### config.mk
export PLATFORM = sky130hd
export DESIGN_NAME = jacobian_sequencer
export DESIGN_NICKNAME = d
export VERILOG_FILES = /design/src/rtl/jacobian_sequencer.sv
export SDC_FILE = /design/constraint.sdc
export NUM_CORES = 1
export LEC_CHECK = 0
export CAP_MARGIN = 30
export CORE_MARGIN = 3
export CORE_UTILIZATION = 30
export CTS_BUF_LIST = sky130_fd_sc_hd__clkbuf_4 sky130_fd_sc_hd__clkbuf_8
export DETAILED_ROUTE_END_ITERATION = 8
export PLACE_DENSITY = 0.51
export REMOVE_ABC_BUFFERS = 1
export SETUP_SLACK_MARGIN = 0.02
export SLEW_MARGIN = 20
export SYNTH_ARGS = -nofsm -noshare
export SYNTH_HDL_FRONTEND = slang
export SYNTH_SLANG_ARGS = --single-unit
### constraint.sdc
create_clock -name clk -period 1.6 [get_ports clk]
set_input_delay 0.32 -clock clk [delete_from_list [all_inputs] [get_ports clk]]
set_output_delay 0.32 -clock clk [all_outputs]
set_load 0.02 [all_outputs]
### src/rtl/jacobian_sequencer.sv
// Schedules one Jacobian evaluation: walks count 0..MAX-1 while RUN, pulses done,
// and derives the datapath, mat_mult reset and mat_mult mode controls from the schedule.
module jacobian_sequencer #(
    parameter int MAX     = 113,
    parameter int MM_RST0 = 28,
    parameter int MM_RST1 = 98,
    parameter int MODE_LO = 90,
    parameter int MODE_HI = 99
) (
    input  logic       clk,
    input  logic       rst,
    input  logic       start,
    input  logic       abort,
    input  logic       en,
    output logic       busy,
    output logic       done,
    output logic [7:0] count,
    output logic       dp_rst,
    output logic       dp_en,
    output logic       mm_rst,
    output logic       mm_mode
);

    typedef enum logic [1:0] {
        IDLE = 2'd0,
        RUN  = 2'd1,
        DONE = 2'd2
    } state_t;

    localparam logic [7:0] LAST    = 8'(MAX - 1);
    localparam logic [8:0] MODE_LO9 = 9'(MODE_LO);
    localparam logic [8:0] MODE_HI9 = 9'(MODE_HI);
    localparam logic [7:0] MM_TRIG [2] = '{8'(MM_RST0), 8'(MM_RST1)};

    state_t     state_reg, state_next;
    logic [7:0] count_reg, count_next;
    logic       mm_rst_reg, mm_rst_next;
    logic [1:0] trig_hit;

    genvar gi;
    generate
        for (gi = 0; gi < 2; gi++) begin : g_trig
            assign trig_hit[gi] = (count_reg == MM_TRIG[gi]);
        end
    endgenerate

    always_ff @(posedge clk) begin
        if (rst) begin
            state_reg  <= IDLE;
            count_reg  <= 8'd0;
            mm_rst_reg <= 1'b0;
        end else begin
            state_reg  <= state_next;
            count_reg  <= count_next;
            mm_rst_reg <= mm_rst_next;
        end
    end

    always_comb begin
        state_next  = state_reg;
        count_next  = count_reg;
        mm_rst_next = mm_rst_reg;
        if (en) begin
            mm_rst_next = (state_reg == RUN) && (|trig_hit);
        end
        case (state_reg)
            IDLE: begin
                if (start && en) begin
                    state_next = RUN;
                    count_next = 8'd0;
                end
            end
            RUN: begin
                // abort beats both the stall and the final-count completion
                if (abort) begin
                    state_next  = IDLE;
                    count_next  = 8'd0;
                    mm_rst_next = 1'b0;
                end else if (en) begin
                    if (count_reg == LAST) begin
                        state_next = DONE;
                        count_next = 8'd0;
                    end else begin
                        count_next = count_reg + 8'd1;
                    end
                end
            end
            DONE: begin
                state_next = IDLE;
                count_next = 8'd0;
            end
            default: begin
                state_next = IDLE;
                count_next = 8'd0;
            end
        endcase
    end

    always_comb begin
        busy    = (state_reg == RUN);
        done    = (state_reg == DONE);
        dp_rst  = (state_reg != RUN);
        dp_en   = en && (state_reg == RUN);
        mm_mode = !((state_reg == RUN) &&
                    ({1'b0, count_reg} >= MODE_LO9) &&
                    ({1'b0, count_reg} <  MODE_HI9));
    end

    assign count  = count_reg;
    assign mm_rst = mm_rst_reg;

endmodule
==> key figures, run 1 <==
Worst setup path
  • Critical R2R Launch: count[1]
  • R2R Setup Slk: 0 ns
  • Worst r2r path cells: 7
  • Sum of buffers and inverters on the critical path: 1
  • Data arrival, critical path: roughly 1.4 ns
  • Critical-path cell list: or3b_4, o22ai_2, nand4_1, buf_4
  • FF-to-FF End: mm_rst
  • CP top delay family: simple AND/OR/NAND/NOR gates
  • Req. time, crit path: around 1.3 ns
  • Crit Path Category: reg2out
  • Crit path largest cell delay: ~0.4 ns
  • Slowest CP cell: or3b_4
  • Crit Path Max Fanout: 2
  • Crit path launch: count[2]
  • Startpoint types: register
  • CP endpoint kind: primary output

Timing
  • Post-route worst setup slack: -0.136 ns
  • Final min period: 1.74 ns
  • Clock skew: 0.00635 ns
  • Fin crit share: 1.08
  • Final setup viols: 1
  • Final count of pins violating max slew: 0
  • Max_slew headroom: 0.761
  • Final hold vios: 0
  • RSZ-0062 raised after global routing: yes
  • Final hold slack: slightly above 0.5 ns
  • Worst-margin pin slew: 0.354 ns
  • Fmax: 0.576 GHz

Final layout
  • Area growth syn-to-layout: 68.8%
  • Max FFs per register: 8
  • Layout cells sized above 1: 0.406
  • Area of all placed cells without fillers: 0.00119 sq mm
  • Fill count: roughly 210
  • Nets@finish: 137
  • Final cell count without fillers: 155
  • Antenna diodes: 0

Drt
  • Residual DRC: 0
  • DR vias: around 800
  • WL/cell: 13.7 um
  • Pre-Repair DR Iteration Count: 4
  • Routed vias/inst: 5.19
  • Total Routed Length: 2120 um
  • Initial DRC Count: 4
  • Final ANT Viol Nets: 0

Placement
  • GP Congestion: 0.794
  • Post-place setup slack: -0.332 ns
  • Cell Area, Placed: around 0.0011 sq mm
  • DP HPWL: roughly 1600 um
  • PortBufs: 18
  • Placed cell count: 150

Power and ir drop
  • Pwr dens: ~520 mW/mm^2
  • Power, Total: ~620 uW
  • Leakage: approximately 0.00054 uW
  • VDD IR-drop max: between 300 and 400 uV

Global routing
  • Pin count of the biggest net entering global routing: 10
  • GRT overflow: 0
  • Vias in the first global route: about 790
  • Total Routing Usage GR: 0.167
  • First-pass GRT wire length: 3510 um
  • Initial antenna violation count: 0

Synth
  • Synthesized area: between 700 and 800 sq um
  • Cells after Synth: 81
  • Post-synth top area share: 0.312
  • Mean Syn Cell Area: roughly 8.7 sq um
  • Seq/Total Area, Yosys: 0.312
  • Xor/xnor cell area share of the yosys netlist: 0.0496
  • Largest family of logic cells by synthesized area: simple AND/OR/NAND/NOR gates
  • Mux cell area share after synthesis: 0
  • Async SR Flop Fraction: 0
  • Post-synthesis sequential element count: 11
  • Post-Synth Adder-Cell Area: 0.0532
  • Post-synthesis simple-gate area fraction: 0.349
  • EDFF count, synth: 0
  • Ys flop type: dfxtp_1
  • Top post-synthesis cells by area: dfxtp_1, ha_1, a21oi_1
  • Largest area contributor in the netlist: dfxtp_1
  • Syn. warnings: 0
  • Netlist cell types: 35
  • Compound-cell area share of the yosys netlist: 0.183

Floorplanning
  • Die width: 54.5 um
  • Std cell rows: 16
  • Core ar.: 0.00208 sq mm
  • Starting Density: 0.339
  • Die height: approximately 55 um
  • Num ports: 19
  • Die ar.: ~0.0030 sq mm

Clock tree
  • Clock Path Buffers: 2
  • Number of CTS-inserted buffers: 3
  • Worst skew pair latency: 0.28 ns
  • Cts-stage hold buffer count: 0
  • CTS root buf: clkbuf_4
  • Htree depth: 1
  • TritonCTS clock tree: done
  • Clock Sinks: 11
  • Clk slew on worst S/H paths: about 0.080 ns

Worst hold path
  • HP Class: reg2reg
  • WHS Endpoint: state_reg[1]
  • WHS Path Cells: 2
  • Min-delay src: state_reg[1]

Status
  • Status: complete, but fails checks
  • Failing checks: negative setup slack

Run
  • Maxcap violations: 0
[area by class of cell]
| type | instances | area [sq um] | area share |
|---|---|---|---|
| multi-input cells | 63 | 504 | 0.423 |
| repair buffers | 45 | 379 | 0.318 |
| flip-flops and latches | 11 | 225 | 0.189 |
| well taps | 27 | 33.8 | 0.0284 |
| clock buffers | 4 | 30.0 | 0.0252 |
| inverters | 5 | 18.8 | 0.0158 |
[worst reg2reg max path: stages (launching register included)]
cell	delay (ns)
dfxtp_2	0.35
buf_4	0.14
inv_1	0.05
ha_1	0.15
or4bb_1	0.42
o22ai_2	0.17
a21oi_1	0.09
nor3_1	0.16
[what timing repair did]
action	CTS	global route
gates resized for setup	30	13
pin swaps	2	7
setup buffers	0	1
setup endpoints to repair	21	7
[where the power goes]
part | internal [uW] | switching, uW
combinational | 64.3 | 59.1
clock | 114 | 107
sequential | 278 | 2.20
total | 456 | 168
[kinds of logic after synthesis]
family,Yosys count
compound gates,17
xor+xnor,4
fa+ha+maj,3
buf+inv,7
flops,11
simple gates,39
[how the worst max path moves through the flow]
stage                to  slack (ns)  depth (start not counted)
6_report        mm_mode       -0.14                          4
5_1_grt         mm_mode       -0.18                          4
4_1_cts         mm_mode       -0.11                          4
3_5_place_dp   count[6]       -0.33                          6
3_3_place_gp   count[5]       -0.31                          6
2_1_floorplan   mm_mode       -0.06                          3
[cells in the final DEF (no fill, tap or decap), types with 2 or more instances in the layout]
cell type        Yosys  routed
buf_4                1      25
dlygate4sd2_1        0      11
dfxtp_1             11       7
nand2_1              7       6
a21oi_1              6       6
nor2_1               5       5
inv_1                5       4
nand4_1              4       4
clkbuf_4             0       4
dfxtp_2              0       4
o31ai_1              3       3
or4_1                3       3
nor3_1               4       3
buf_6                1       3
o22ai_2              0       2
nand3_1              2       2
or4bb_1              2       2
xor2_1               2       2
xnor2_1              2       2
ha_1                 3       2
clkdlybuf4s50_1      0       2
dlymetal6s2s_1       0       2
[stage by stage]
step,TNS (ns),utilization
after global placement,-3.09,0.526
after floorplan,-0.105,-
after global routing,-0.253,0.572
final,-0.136,0.572
after CTS,-0.210,0.545
after detailed placement,-3.41,0.526
[Yosys cell counts (3+ instances only)]
cell type	n
dfxtp_1	11
nand2_1	7
a21oi_1	6
inv_1	5
nor2_1	5
nand4_1	4
nor3_1	4
ha_1	3
o31ai_1	3
or4_1	3
[metal layers]
metal	GRT usage	vias up	routed length, um
met5	0	-	0
met4	0.0954	0	56
met3	0.0409	6	89
met2	0.245	22	978
met1	0.219	377	998
li1	-	399	-
Note: power is estimated with default switching activity, not from simulation.
==> run 2, diff against run 1 <==
CTS_CLUSTER_DIAMETER = 30   (was unset)
==> results of run 2 <==
Final layout, timing and power as in run 1 (identical DEF).
==> run 3, diff against run 2 <==
CORE_MARGIN = 5   (was 3)
==> run 3 against run 2 <==
The flow still finishes with violations (negative setup slack). Clock power fell by 4%. Global-route usage fell by 4.4 points. Fmax rose by 0.78%. Sequential share of layout area fell by 0.77 points. Highest routed layer unchanged.
==> key figures, run 3 (synthesis gave the netlist of run 1 again) <==
Worst setup path
  • Crit Path Category: reg2out
  • Startpoint types: register
  • Data arrival, critical path: 1.40 ns (-0.02 ns)
  • Critical-path cell list: or3b_4, o22ai_2, nand4_1, buf_6
  • Req. time, crit path: 1.28 ns (about the same)
  • Crit path capture: mm_mode
  • R2R Setup Slk: 0.01 ns (about the same)
  • Worst r2r path cells: 7 (unchanged)
  • Crit path launch: count[2]
  • Crit Path Max Fanout: 2 (unchanged)
  • FF-to-FF End: mm_rst
  • Slowest CP cell: or3b_4
  • Crit path largest cell delay: 0.40 ns (about the same)
  • Critical R2R Launch: count[1]
  • CP endpoint kind: primary output

Status
  • Status: complete, but fails checks
  • Failing checks: negative setup slack

Global routing
  • GRT overflow: 0 (unchanged)
  • Vias in the first global route: 719 (-8.8%)
  • First-pass GRT wire length: 3170 um (-9.6%)
  • Pin count of the biggest net entering global routing: 10 (unchanged)
  • Total Routing Usage GR: 0.123 (-0.0436)
  • Initial antenna violation count: 0 (unchanged)

Floorplanning
  • Starting Density: 0.316 (-0.0230)
  • Die height: 58.5 um (+7.3%)
  • Die ar.: 0.00342 sq mm (+15%)
  • Num ports: 19 (unchanged)
  • Core ar.: 0.00223 sq mm (+7.3%)
  • Std cell rows: 17 (+1)
  • Die width: 58.5 um (+7.3%)

Drt
  • Final ANT Viol Nets: 0 (unchanged)
  • Routed vias/inst: 5.13 (-1.1%)
  • Initial DRC Count: 19 (+15)
  • Pre-Repair DR Iteration Count: 4 (unchanged)
  • DR vias: 826 (+2.7%)
  • Residual DRC: 0 (unchanged)
  • WL/cell: 13.4 um (-2.2%)
  • Total Routed Length: 2160 um (+1.6%)

Power and ir drop
  • Power, Total: 619 uW (-0.78%)
  • VDD IR-drop max: 437 uV (+19%)
  • Leakage: 0.000556 uW (+3.6%)
  • Pwr dens: 496 mW/mm^2 (-5.3%)

Timing
  • Fmax: 0.581 GHz (+0.78%)
  • Post-route worst setup slack: -0.122 ns (+0.0134 ns)
  • Final hold vios: 0 (unchanged)
  • Final count of pins violating max slew: 0 (unchanged)
  • Max_slew headroom: 0.778 (+0.0173)
  • RSZ-0062 raised after global routing: yes
  • Final setup viols: 1 (unchanged)
  • Worst-margin pin slew: 0.328 ns (-0.0257 ns)
  • Clock skew: 0.00378 ns (-0.00257 ns)
  • Fin crit share: 1.08 (-0.00839)
  • Final min period: 1.72 ns (-0.0134 ns)

Placement
  • Placed cell count: 154 (+2.7%)
  • DP HPWL: 1590 um (-0.43%)
  • PortBufs: 18 (unchanged)
  • GP Congestion: 0.770 (-3.1%)

Final layout
  • Final cell count without fillers: 161 (+3.9%)
  • Antenna diodes: 0 (unchanged)
  • Max FFs per register: 8 (unchanged)
  • Most frequent cells in the layout: buf_4, dlygate4sd2_1, dfxtp_1
  • Area growth syn-to-layout: 77.0%
  • Nets@finish: 142 (+3.6%)
  • Layout cells sized above 1: 0.451 (+0.0449)
  • Final core utilization: 0.559 (-0.0130)
  • Most common cell after layout, fill and taps aside: buf_4

Clock tree
  • Htree depth: 1 (unchanged)
  • Clk slew on worst S/H paths: 0.07 ns (about the same)
  • Worst skew pair latency: 0.27 ns (about the same)
  • Clock Sinks: 11 (unchanged)
  • TritonCTS clock tree: done
  • Number of CTS-inserted buffers: 3 (unchanged)
  • CTS root buf: clkbuf_4
  • Clock Path Buffers: 2 (unchanged)
  • Cts-stage hold buffer count: 0 (unchanged)

Worst hold path
  • HP Class: in2reg

Run
  • Maxcap violations: 0 (unchanged)
-- run 3: cell types whose count changed in the layout (fill, tap and decap cells not counted), sizes merged --
| cell | change |
|---|---|
| clkbuf | +2 |
| buf | +5 |
| dlygate4sd2 | -2 |
-- run 3: final cells by class --
class	count	area, sq um
clock buffer	4	30.0
fill	222	985
sequential	11	226
tap	28	35.0
inverter	5	21.3
timing repair buffer	50	415
multi-input combinational	63	520
-- run 3: how the worst min path moves through the flow --
stage	start	end	slack, ns	cells past startpoint
global route	abort	state_reg[1]	0.57	4
global placement	state_reg[1]	state_reg[0]	0.57	2
finish	abort	state_reg[1]	0.56	4
CTS	state_reg[1]	state_reg[1]	0.60	3
detailed placement	state_reg[1]	state_reg[1]	0.58	3
floorplan	rst	count[1]	0.39	1
-- run 3: metal layers --
layer	wire length (um)	GRT usage	vias up	share of wire
met5	0	0	-	0
met4	38	0.0695	0	0.018
li1	-	-	407	-
met1	976	0.162	396	0.45
met3	90	0.0241	4	0.042
met2	1050	0.187	19	0.49
-- run 3: repair_timing --
| item | CTS | global route |
|---|---|---|
| setup buffers | 0 | 3 |
| endpoints found under the setup margin | 21 | 10 |
| pin swaps | 1 | 8 |
| gates resized for setup | 23 | 30 |
| endpoints found under the hold margin | 0 | 0 |
-- run 3: stage by stage --
step	setup TNS (ns)	setup slack, ns	cell area (sq um)	hold WS [ns]
after global routing	-0.239	-0.176	1250	0.575
after global placement	-3.13	-0.320	1120	0.575
after CTS	-0.370	-0.206	1150	0.595
final	-0.122	-0.122	1250	0.557
after floorplan	-0.105	-0.0645	687	0.389
after detailed placement	-3.48	-0.346	1120	0.584
-- run 3: power breakdown --
part           switching [uW]  leakage [uW]  internal (uW)
Combinational            62.1      0.000447           66.1
Clock                    99.1     0.0000184            114
Sequential               2.35     0.0000906            276
-- run 3: worst max-delay path, delay by kind of cell, from the launching register on --
family	cells	cell delay (ns)
and+or+nand+nor	2	0.52
DFF	1	0.32
buffers and inverters	1	0.16
AOI/OAI and AO/OA	1	0.14
